===== src/rtl/axi_mport_aw_arbiter_if.sv =====
// Bus bundle for the per-master-port AW arbiter: slave-port AW requests, the master AW
// handshake, W-mux routing and B retirement. "master" is the arbiter's view.
interface axi_mport_aw_arbiter_if #(
  parameter int S_COUNT     = 4,
  parameter int ISSUE_LIMIT = 4,
  parameter int SEL_W       = $clog2(S_COUNT),
  parameter int CNT_W       = $clog2(ISSUE_LIMIT + 1)
);
  logic [S_COUNT-1:0]   s_req;
  logic [S_COUNT*4-1:0] s_qos;
  logic [S_COUNT-1:0]   s_ack;
  logic                 m_awvalid;
  logic                 m_awready;
  logic [SEL_W-1:0]     m_sel;
  logic [SEL_W-1:0]     w_sel;
  logic                 w_sel_valid;
  logic                 w_last_done;
  logic                 b_done;
  logic [CNT_W-1:0]     outstanding;
  logic                 err_underflow;

  modport master (
    input  s_req, s_qos, m_awready, w_last_done, b_done,
    output s_ack, m_awvalid, m_sel, w_sel, w_sel_valid, outstanding, err_underflow
  );

  modport slave (
    output s_req, s_qos, m_awready, w_last_done, b_done,
    input  s_ack, m_awvalid, m_sel, w_sel, w_sel_valid, outstanding, err_underflow
  );
endinterface


===== src/rtl/axi_mport_aw_arbiter.sv =====
// AW arbiter and W-order sequencer for one interconnect master port.
// Optional macro AXI_AW_QOS_ARB_EN: QoS-priority arbitration; otherwise pure round-robin.
module axi_mport_aw_arbiter #(
  parameter int S_COUNT     = 4,
  parameter int ISSUE_LIMIT = 4,
  parameter int WFIFO_DEPTH = 4,
  parameter int SEL_W       = $clog2(S_COUNT),
  parameter int CNT_W       = $clog2(ISSUE_LIMIT + 1)
) (
  input  logic                  clk,
  input  logic                  rst,
  axi_mport_aw_arbiter_if.master bus
);
  localparam int PTR_W = $clog2(WFIFO_DEPTH);

  localparam logic [0:0] ST_ARB  = 1'b0;
  localparam logic [0:0] ST_HOLD = 1'b1;

  localparam logic [CNT_W-1:0] LIMIT    = CNT_W'(ISSUE_LIMIT);
  localparam logic [PTR_W:0]   DEPTH    = (PTR_W + 1)'(WFIFO_DEPTH);
  localparam logic [SEL_W-1:0] LAST_SRC = SEL_W'(S_COUNT - 1);

  logic [0:0]       state;
  logic [SEL_W-1:0] m_sel_q;
  logic [SEL_W-1:0] rr_ptr;
  logic [SEL_W-1:0] rr_next;
  logic [SEL_W-1:0] cand;
  logic [SEL_W-1:0] win_idx;
  logic             win_found;
  logic             grant;
  logic             aw_accept;
  logic             fifo_empty;
  logic             fifo_pop;
  logic [CNT_W-1:0] outstanding_q;
  logic             err_q;

  logic [SEL_W-1:0] fifo_mem [WFIFO_DEPTH];
  logic [PTR_W-1:0] wr_ptr;
  logic [PTR_W-1:0] rd_ptr;
  logic [PTR_W:0]   fifo_count;

`ifdef AXI_AW_QOS_ARB_EN
  logic [3:0] best_qos;

  // Scan from rr_ptr upward; strict '>' keeps the earliest candidate on a QoS tie.
  always_comb begin
    win_found = 1'b0;
    win_idx   = '0;
    best_qos  = '0;
    cand      = '0;
    for (int k = 0; k < S_COUNT; k++) begin
      cand = SEL_W'((int'(rr_ptr) + k) % S_COUNT);
      if (bus.s_req[cand] && (!win_found || (bus.s_qos[4*int'(cand) +: 4] > best_qos))) begin
        win_found = 1'b1;
        win_idx   = cand;
        best_qos  = bus.s_qos[4*int'(cand) +: 4];
      end
    end
  end
`else
  logic unused_qos;
  assign unused_qos = ^bus.s_qos;

  always_comb begin
    win_found = 1'b0;
    win_idx   = '0;
    cand      = '0;
    for (int k = 0; k < S_COUNT; k++) begin
      cand = SEL_W'((int'(rr_ptr) + k) % S_COUNT);
      if (bus.s_req[cand] && !win_found) begin
        win_found = 1'b1;
        win_idx   = cand;
      end
    end
  end
`endif

  // Grant only when both the issue budget and a W-routing slot are free, so pushes never overflow.
  assign grant      = (state == ST_ARB) && win_found && (outstanding_q < LIMIT) && (fifo_count < DEPTH);
  assign aw_accept  = (state == ST_HOLD) && bus.m_awready;
  assign fifo_empty = (fifo_count == '0);
  assign fifo_pop   = bus.w_last_done && !fifo_empty;
  assign rr_next    = (m_sel_q == LAST_SRC) ? '0 : m_sel_q + 1'b1;

  assign bus.m_awvalid     = (state == ST_HOLD);
  assign bus.m_sel         = m_sel_q;
  assign bus.s_ack         = aw_accept ? (S_COUNT'(1) << m_sel_q) : '0;
  assign bus.w_sel         = fifo_empty ? '0 : fifo_mem[rd_ptr];
  assign bus.w_sel_valid   = !fifo_empty;
  assign bus.outstanding   = outstanding_q;
  assign bus.err_underflow = err_q;

  always_ff @(posedge clk) begin
    if (rst) begin
      state   <= ST_ARB;
      m_sel_q <= '0;
      rr_ptr  <= '0;
    end else begin
      case (state)
        ST_ARB: begin
          if (grant) begin
            m_sel_q <= win_idx;
            state   <= ST_HOLD;
          end
        end
        default: begin
          if (bus.m_awready) begin
            rr_ptr <= rr_next;
            state  <= ST_ARB;
          end
        end
      endcase
    end
  end

  always_ff @(posedge clk) begin
    if (aw_accept) begin
      fifo_mem[wr_ptr] <= m_sel_q;
    end
  end

  always_ff @(posedge clk) begin
    if (rst) begin
      wr_ptr     <= '0;
      rd_ptr     <= '0;
      fifo_count <= '0;
    end else begin
      if (aw_accept) begin
        wr_ptr <= wr_ptr + 1'b1;
      end
      if (fifo_pop) begin
        rd_ptr <= rd_ptr + 1'b1;
      end
      if (aw_accept && !fifo_pop) begin
        fifo_count <= fifo_count + 1'b1;
      end else if (fifo_pop && !aw_accept) begin
        fifo_count <= fifo_count - 1'b1;
      end
    end
  end

  // An accept and a retirement in the same cycle cancel; retiring from zero only flags the error.
  always_ff @(posedge clk) begin
    if (rst) begin
      outstanding_q <= '0;
      err_q         <= 1'b0;
    end else begin
      if (aw_accept && !bus.b_done) begin
        outstanding_q <= outstanding_q + 1'b1;
      end else if (bus.b_done && !aw_accept && (outstanding_q != '0)) begin
        outstanding_q <= outstanding_q - 1'b1;
      end
      if ((bus.b_done && !aw_accept && (outstanding_q == '0)) || (bus.w_last_done && fifo_empty)) begin
        err_q <= 1'b1;
      end
    end
  end
endmodule


===== src/flat_wrapper.sv =====
// flat-port wrapper written by rule: the top's interface ports become plain ports
module axi_mport_aw_arbiter_flat 
#(
  parameter int S_COUNT     = 4,
  parameter int ISSUE_LIMIT = 4,
  parameter int WFIFO_DEPTH = 4,
  parameter int SEL_W       = $clog2(S_COUNT),
  parameter int CNT_W       = $clog2(ISSUE_LIMIT + 1)
)
  (clk, rst, bus_s_req, bus_s_qos, bus_m_awready, bus_w_last_done, bus_b_done, bus_s_ack, bus_m_awvalid, bus_m_sel, bus_w_sel, bus_w_sel_valid, bus_outstanding, bus_err_underflow);
  axi_mport_aw_arbiter_if #(.S_COUNT(S_COUNT), .ISSUE_LIMIT(ISSUE_LIMIT), .SEL_W(SEL_W), .CNT_W(CNT_W)) bus_i ();
  input  logic clk;
  input  logic rst;
  input wire logic [$bits(bus_i.s_req)-1:0] bus_s_req;
  input wire logic [$bits(bus_i.s_qos)-1:0] bus_s_qos;
  input wire logic [$bits(bus_i.m_awready)-1:0] bus_m_awready;
  input wire logic [$bits(bus_i.w_last_done)-1:0] bus_w_last_done;
  input wire logic [$bits(bus_i.b_done)-1:0] bus_b_done;
  output wire logic [$bits(bus_i.s_ack)-1:0] bus_s_ack;
  output wire logic [$bits(bus_i.m_awvalid)-1:0] bus_m_awvalid;
  output wire logic [$bits(bus_i.m_sel)-1:0] bus_m_sel;
  output wire logic [$bits(bus_i.w_sel)-1:0] bus_w_sel;
  output wire logic [$bits(bus_i.w_sel_valid)-1:0] bus_w_sel_valid;
  output wire logic [$bits(bus_i.outstanding)-1:0] bus_outstanding;
  output wire logic [$bits(bus_i.err_underflow)-1:0] bus_err_underflow;
  assign bus_i.s_req = bus_s_req;
  assign bus_i.s_qos = bus_s_qos;
  assign bus_i.m_awready = bus_m_awready;
  assign bus_i.w_last_done = bus_w_last_done;
  assign bus_i.b_done = bus_b_done;
  assign bus_s_ack = bus_i.s_ack;
  assign bus_m_awvalid = bus_i.m_awvalid;
  assign bus_m_sel = bus_i.m_sel;
  assign bus_w_sel = bus_i.w_sel;
  assign bus_w_sel_valid = bus_i.w_sel_valid;
  assign bus_outstanding = bus_i.outstanding;
  assign bus_err_underflow = bus_i.err_underflow;
  axi_mport_aw_arbiter #(.S_COUNT(S_COUNT), .ISSUE_LIMIT(ISSUE_LIMIT), .WFIFO_DEPTH(WFIFO_DEPTH), .SEL_W(SEL_W), .CNT_W(CNT_W)) u_core (.clk(clk), .rst(rst), .bus(bus_i));
endmodule

===== config.mk =====
export PLATFORM = sky130hd
export DESIGN_NAME = axi_mport_aw_arbiter_flat
export DESIGN_NICKNAME = d
export VERILOG_FILES = /design/src/rtl/axi_mport_aw_arbiter_if.sv /design/src/rtl/axi_mport_aw_arbiter.sv /design/src/flat_wrapper.sv
export SDC_FILE = /design/constraint.sdc
export NUM_CORES = 1
export LEC_CHECK = 0
export BUFFER_PORTS_ARGS = -buffer_cell sky130_fd_sc_hd__buf_2
export CAP_MARGIN = 20
export CORE_MARGIN = 4
export CORE_UTILIZATION = 54
export CTS_CLUSTER_DIAMETER = 80
export DETAILED_ROUTE_END_ITERATION = 10
export PLACE_DENSITY = 0.81
export SETUP_SLACK_MARGIN = 0.15
export SLEW_MARGIN = 25
export SYNTH_ARGS = -nofsm -noshare
export SYNTH_HDL_FRONTEND = slang
export SYNTH_SLANG_ARGS = --single-unit

===== constraint.sdc =====
create_clock -name clk -period 2.9 [get_ports clk]
set_input_delay 0.29 -clock clk [delete_from_list [all_inputs] [get_ports clk]]
set_output_delay 0.29 -clock clk [all_outputs]
set_load 0.005 [all_outputs]

---- Word-level counts from Yosys, hierarchy flattened ----
Memory sizes are Yosys's and may differ from the RTL's. A register that Yosys moved wholly into a read port is not among the register bits.
Cells that the tools add are included.
word-level totals
  bits in writable memories ............... 8
  word-level logic and storage cells ...... 88
  bits of input ports ..................... 25
  memories kept ........................... 1
  register bits after elaboration ......... 16
  output and inout port bits .............. 14
operators by class
  $lt $le $gt $ge ......................... 6
  shift operators ......................... 1
  reduce and logical (&&, ||, !) cells .... 30
  equal/unequal tests ..................... 1
  muxes and demuxes ....................... 30
  bitwise logic cells ..................... 1
  $add $sub $neg .......................... 10
memory list
  name             depth  width  rd ports  clocked after Yosys merged registers in  write ports  RTL line                    source
  u_core.fifo_mem  4      2      1         1                                        1            axi_mport_aw_arbiter.sv:37  logic [SEL_W-1:0] fifo_mem [WFIFO_DEPTH];
operators with widths
  operator                                                     number
  2-to-1 mux 2 bit                                             8
  logical AND 1 bit                                            15
  2-to-1 mux 1 bit                                             13
  less-than comparator 2 x 3 -> 1 bit (second input constant)  4
  2-to-1 mux 3 bit                                             4
  adder 2 x 1 -> 2 bit (second input constant)                 4
  binary-select mux 1 bit (select 2 bit)                       4
  logical NOT 1 bit                                            7
  adder 3 x 1 -> 3 bit (second input constant)                 2
  logical NOT 3 bit                                            2
  less-than comparator 3 bit (second input constant)           2
  subtractor 3 x 1 -> 3 bit (second input constant)            2
  adder 2 bit (second input constant)                          2
  2-to-1 mux 4 bit                                             1
  AND reduction 2 bit                                          2
  nonzero test 2 bit                                           2
  left shift 1 x 2 -> 4 bit (first input constant)             1
  nonzero test 3 bit                                           1
  == test 2 bit (second input constant)                        1
  logical OR 1 bit                                             1
  NOT 1 bit                                                    1

---- Logic depth before layout (Yosys ltp) ----
  word-level depth ........................ 17
  depth in mapped cells ................... 9
  mapped depth without buffers ............ 9

---- Worst setup path after synthesis ----
Ideal clock, no wire load.
  path kind ............................... reg-to-reg
  start ................................... register u_core.fifo_count[0]
  end ..................................... register u_core.fifo_count[2]
  arrival ................................. 1.930 ns
  cell stages (with the launch flop) ...... 10
  setup time .............................. 0.070 ns
  path buffers ............................ 0
  setup slack ............................. 0.900 ns
  data required time ...................... 2.830 ns
  clock period less this slack ............ 2.000 ns
  cells stage by stage .................... dfxtp_1 > nor3_1 > inv_1 > nand2_1 > ha_1 > inv_1 > fa_1 > xor2_1 > or3_1 > a21oi_1
between the ends
  word-level cells in the longest chain between the ends .. 6
  elaborated cells between the ends (all ways) .. 11
  classes of those cells .................. 2 x add/sub; 2 x mux; 7 x reduce/logical
ends and longest elaborated chain
  element                                                        RTL line                     source
  start: declaration                                             axi_mport_aw_arbiter.sv:40   logic [PTR_W:0] fifo_count;
  start signal: assignment                                       axi_mport_aw_arbiter.sv:135  fifo_count <= fifo_count + 1'b1;
  start signal: assignment                                       axi_mport_aw_arbiter.sv:137  fifo_count <= fifo_count - 1'b1;
  logical NOT 3 bit *                                            axi_mport_aw_arbiter.sv:81   assign fifo_empty = (fifo_count == '0);
  logical NOT 1 bit *                                            n/a
  net bus_w_sel_valid                                            flat_wrapper.sv:23           output wire logic [$bits(bus_i.w_sel_valid)-1:0] bus_w_sel_valid;
  logical AND 1 bit *                                            axi_mport_aw_arbiter.sv:82   assign fifo_pop = bus.w_last_done && !fifo_empty;
  logical NOT 1 bit                                              axi_mport_aw_arbiter.sv:134  if (aw_accept && !fifo_pop) begin
  logical AND 1 bit                                              axi_mport_aw_arbiter.sv:134
  2-to-1 mux 3 bit / nonzero test 2 bit (equally long branches)  n/a
The timed path passes the listed nets; every way through them passes the cells marked *. The select of a mux whose other input is x is not followed.
A chain may end at the register's enable or synchronous reset.

---- Worst setup path after layout ----
  start ................................... register u_core.state (netlist: u_core.bus.m_awvalid)
  end ..................................... register u_core.fifo_count[2]
between the ends
  word-level cells in the longest chain between the ends .. 4
  elaborated cells between the ends (all ways) .. 6
  classes of those cells .................. 1 x mux; 5 x reduce/logical
ends and longest elaborated chain
  element                       RTL line                     source
  start: declaration            axi_mport_aw_arbiter.sv:23   logic [0:0] state;
  start signal: assignment      axi_mport_aw_arbiter.sv:95   state <= ST_ARB;
  start signal: assignment      axi_mport_aw_arbiter.sv:103  state <= ST_HOLD;
  start signal: assignment      axi_mport_aw_arbiter.sv:109  state <= ST_ARB;
  logical AND 1 bit *           axi_mport_aw_arbiter.sv:80   assign aw_accept = (state == ST_HOLD) && bus.m_awready;
  net u_core.aw_accept          axi_mport_aw_arbiter.sv:31   logic aw_accept;
  logical NOT 1 bit             axi_mport_aw_arbiter.sv:136  end else if (fifo_pop && !aw_accept) begin
  logical AND 1 bit             axi_mport_aw_arbiter.sv:136
  nonzero test 2 bit (no line)  n/a
The timed path passes the listed nets; every way through them passes the cells marked *.

==> results.cfg <==
[synthesis]
synth-seq-cells = 26
synthesis.nets = 165
synth-warning-count = 0
yosys.cell_types.count = 36
synth.avg_cell_area_um2 = 10.17
synth.cell_area_um2 = 1313
syn-instance-count = 129
synth.yosys.seq_area_share = 0.4576

[global_route]
grt.overflow.total = 0
grt_pass1_wl_um = 4167
first_global_vias = 961
overall_routing_resource_usage = 0.1610
initial_antenna_violation_count = 0
pin_count_of_the_biggest_net_entering_global_routing = 19

[timing]
final-hold-violation-count = 0
worstMarginPinSlew_ps = 403.5
setup_repair_after_global_routing_missed_its_margin = false
tns_ps = 0
setup_viol = 0
relSlewSlack = 0.7306
finalWorstPathRequiredPeriod_ps = 2329
timing.final.max_slew_violations = 0
final_min_period_over_clock_period = 0.8030
finalClockSkew_ps = 2.698
clock.fmax_mhz = 429.4

[power]
cellLeakagePower_nw = 0.6527
power.ir.vdd_worst_uv = 445.1
share_seq_of_total_power = 0.489
total_power_mw = 1.219
net_switching_share_of_the_total_power = 0.3673
cellPowerDensity_nw_per_um2 = 832.1
power.share.clock = 0.123
p_switching_mw = 0.4477
internal_power_mw = 0.7714
power.share.combinational = 0.387

[place]
hpwlAfterDp_um = 1880
globalplace.congestion = 0.7408
post_dp_cell_area_um2 = 1439
dp_cells = 174
buffer_ports.inserted = 22

[die]
die_area_um2 = 3283
start_util = 0.5821
rows = 17
die_span_x_um = 57.30
die_height_um = 57.30
i_o_pin_count = 39
core_area_um2 = 2255

[cts]
clk_transition_reported_paths_ps = 120
insertion_delay_ps = 310
cts-root-to-sink-buffers = 2
ctsResizeCount = 0
cts_hold_fix_bufs = 0
cts_inserted_buffers = 3
cts-htree-levels = 1
clkSinkCount = 26
post-cts-setup-buffers = 0
tritoncts = done
clock-root-buffer = sky130_fd_sc_hd__clkbuf_4

[route]
antenna_violating_nets_post_route = 0
vias_per_cell = 5.652
detail_route.first_pass.iterations = 4
routed_wirelength_um = 2427
drcViolationCount = 0
routed_wire_length_per_instance_um = 13.63
routed-via-count = 1006
number_of_drc_markers_in_iteration_0 = 31

[critical_path]
timing.critical_path.fanout_max = 15
worstSetupEndpoint = u_core.fifo_count[2]$_SDFFE_PP0P_
rr_startpoint = u_core.bus.m_awvalid$_SDFF_PP0_
critical_path_required_ps = 3150
worstSetupEndpointType = flop
path_class = flop to flop
r2r_setup_slk_ps = 570
cp-startpoint = u_core.bus.m_awvalid$_SDFF_PP0_
ff2ff_path_depth = 8
worstPathArrival_ps = 2580
reg2reg_to = u_core.fifo_count[2]$_SDFFE_PP0P_
startpoint_type = flop

[layout]
synthToLayoutAreaGrowth_pct = 11.63
instances_no_fill = 178
final_layout_size_suffix_gt1_frac = 0.1933
post-route-cell-area_um2 = 1465
antenna-diode-count = 0
finalNetCount = 187

[run]
cap_violations = 0

[min_path]
hp-class = input pin to flop

[run_status]
outcome = completed
-- cell type report --
class,instances,area (um2)
multi-input combinational,89,659.4
sequential,26,600.6
timing repair buffer,22,110.1
fill,206,789.5
tap,28,35.03
inverter,9,33.78
clock buffer,4,26.28
-- flip-flops by register name (all words and copies together), names as in the netlist, named ones only --
signal / flops
u_core.bus.m_awvalid: 1
u_core.fifo_count: 3
u_core.bus.err_underflow: 1
u_core.bus.m_sel: 2
u_core.wr_ptr: 2
u_core.rr_ptr: 2
u_core.rd_ptr: 2
u_core.fifo_mem: 8
u_core.bus.outstanding: 3
-- placed cells by master (no fill, tap or decap), types with 3 or more instances in the layout --
cell type                  netlist  final
sky130_fd_sc_hd__xor2_1          4      4
sky130_fd_sc_hd__clkbuf_4        0      3
sky130_fd_sc_hd__buf_2           0     22
sky130_fd_sc_hd__inv_1           9      9
sky130_fd_sc_hd__nor2_1         11     11
sky130_fd_sc_hd__and3_1          8      8
sky130_fd_sc_hd__ha_1            9      9
sky130_fd_sc_hd__nor3_1          3      3
sky130_fd_sc_hd__a21oi_1        10     10
sky130_fd_sc_hd__dfxtp_1        18     18
sky130_fd_sc_hd__xnor2_1         3      3
sky130_fd_sc_hd__edfxtp_1        8      8
sky130_fd_sc_hd__nand2_1         9      9
-- worst min path at each step --
stage / start / end / slack, ps / cells past startpoint
2_1_floorplan: bus_b_done / u_core.bus.err_underflow$_SDFFE_PP0P_ / 440 / 2
3_3_place_gp: u_core.wr_ptr[1]$_SDFFE_PP0P_ / u_core.wr_ptr[1]$_SDFFE_PP0P_ / 480 / 2
3_5_place_dp: u_core.wr_ptr[1]$_SDFFE_PP0P_ / u_core.wr_ptr[1]$_SDFFE_PP0P_ / 520 / 2
4_1_cts: bus_b_done / u_core.bus.err_underflow$_SDFFE_PP0P_ / 240 / 3
5_1_grt: bus_b_done / u_core.bus.err_underflow$_SDFFE_PP0P_ / 270 / 3
6_report: bus_b_done / u_core.bus.err_underflow$_SDFFE_PP0P_ / 250 / 3
-- metrics by stage --
step	hold slack [ps]	util	setup slack (ps)
finish	249.2	0.6498	571.2
global route	267.6	0.6498	334.9
CTS	242.4	0.6498	549.8
detailed placement	519.3	0.6382	600.6
global placement	482.8	0.6382	644.9
floorplan	437.7	-	899.9
-- critical path, cell delays in order, from the launching register on --
cell                      delay [ps]
sky130_fd_sc_hd__dfxtp_1         590
sky130_fd_sc_hd__nand2_1         260
sky130_fd_sc_hd__inv_1           180
sky130_fd_sc_hd__ha_1            200
sky130_fd_sc_hd__inv_1            60
sky130_fd_sc_hd__fa_1            370
sky130_fd_sc_hd__xor2_1          160
sky130_fd_sc_hd__or3_1           310
sky130_fd_sc_hd__a21oi_1         140
-- synthesized netlist by cell type --
library cell	count	area share
sky130_fd_sc_hd__xor2_1	4	0.027
sky130_fd_sc_hd__edfxtp_1	8	0.18
sky130_fd_sc_hd__and2_1	2	0.0095
sky130_fd_sc_hd__a21bo_2	1	0.0076
sky130_fd_sc_hd__o21a_1	1	0.0057
sky130_fd_sc_hd__xnor2_1	3	0.020
sky130_fd_sc_hd__nand3b_1	2	0.011
sky130_fd_sc_hd__a31oi_1	1	0.0048
sky130_fd_sc_hd__inv_1	9	0.026
sky130_fd_sc_hd__or2b_1	1	0.0057
sky130_fd_sc_hd__mux2i_1	1	0.0076
sky130_fd_sc_hd__and3_1	8	0.038
sky130_fd_sc_hd__mux4_2	2	0.034
sky130_fd_sc_hd__fa_1	2	0.031
sky130_fd_sc_hd__nor2_1	11	0.031
sky130_fd_sc_hd__nor2b_1	1	0.0048
sky130_fd_sc_hd__ha_1	9	0.086
sky130_fd_sc_hd__nor4_1	1	0.0048
sky130_fd_sc_hd__o21ai_0	2	0.0076
sky130_fd_sc_hd__a21oi_1	10	0.038
sky130_fd_sc_hd__dfxtp_1	18	0.27
sky130_fd_sc_hd__nor3_1	3	0.011
sky130_fd_sc_hd__a211o_1	1	0.0067
sky130_fd_sc_hd__nand3_1	2	0.0076
sky130_fd_sc_hd__nand4b_1	1	0.0067
sky130_fd_sc_hd__nor4b_1	2	0.013
sky130_fd_sc_hd__or3_1	1	0.0048
sky130_fd_sc_hd__a32oi_1	1	0.0067
sky130_fd_sc_hd__clkbuf_1	5	0.014
sky130_fd_sc_hd__nand2b_1	1	0.0048
sky130_fd_sc_hd__a311oi_1	1	0.0067
sky130_fd_sc_hd__a221oi_1	1	0.0067
sky130_fd_sc_hd__o32ai_1	1	0.0067
sky130_fd_sc_hd__or4_4	1	0.0086
sky130_fd_sc_hd__nand2_1	9	0.026
sky130_fd_sc_hd__o31ai_1	2	0.011
-- power groups by stage --
stage	Sequential (mW)	Clock [mW]	Combinational (mW)
finish	0.596	0.150	0.472
global route	0.620	0.173	0.545
CTS	0.600	0.156	0.480
detailed placement	0.608	0	0.475
global placement	0.600	0	0.452
floorplan	0.572	0	0.347
-- routing by layer --
layer | up-vias | part of all wire | global-route usage
met4 | 0 | 0.0070 | 0.06291
met5 | - | 0 | 0
met1 | 479 | 0.43 | 0.1932
met3 | 2 | 0.052 | 0.03620
met2 | 28 | 0.51 | 0.2790
li1 | 497 | - | -
-- kinds of logic (layout without fill, tap and decap cells) --
group,Yosys count,after routing,share of synthesized area
compound gates,22,22,0.1087
xor+xnor,7,7,0.04671
fa+ha+maj,11,11,0.1163
buf+inv,14,35,0.04004
flops,26,26,0.4576
mux,3,3,0.04194
simple gates,46,46,0.1888
(Power assumes the default switching activity.)
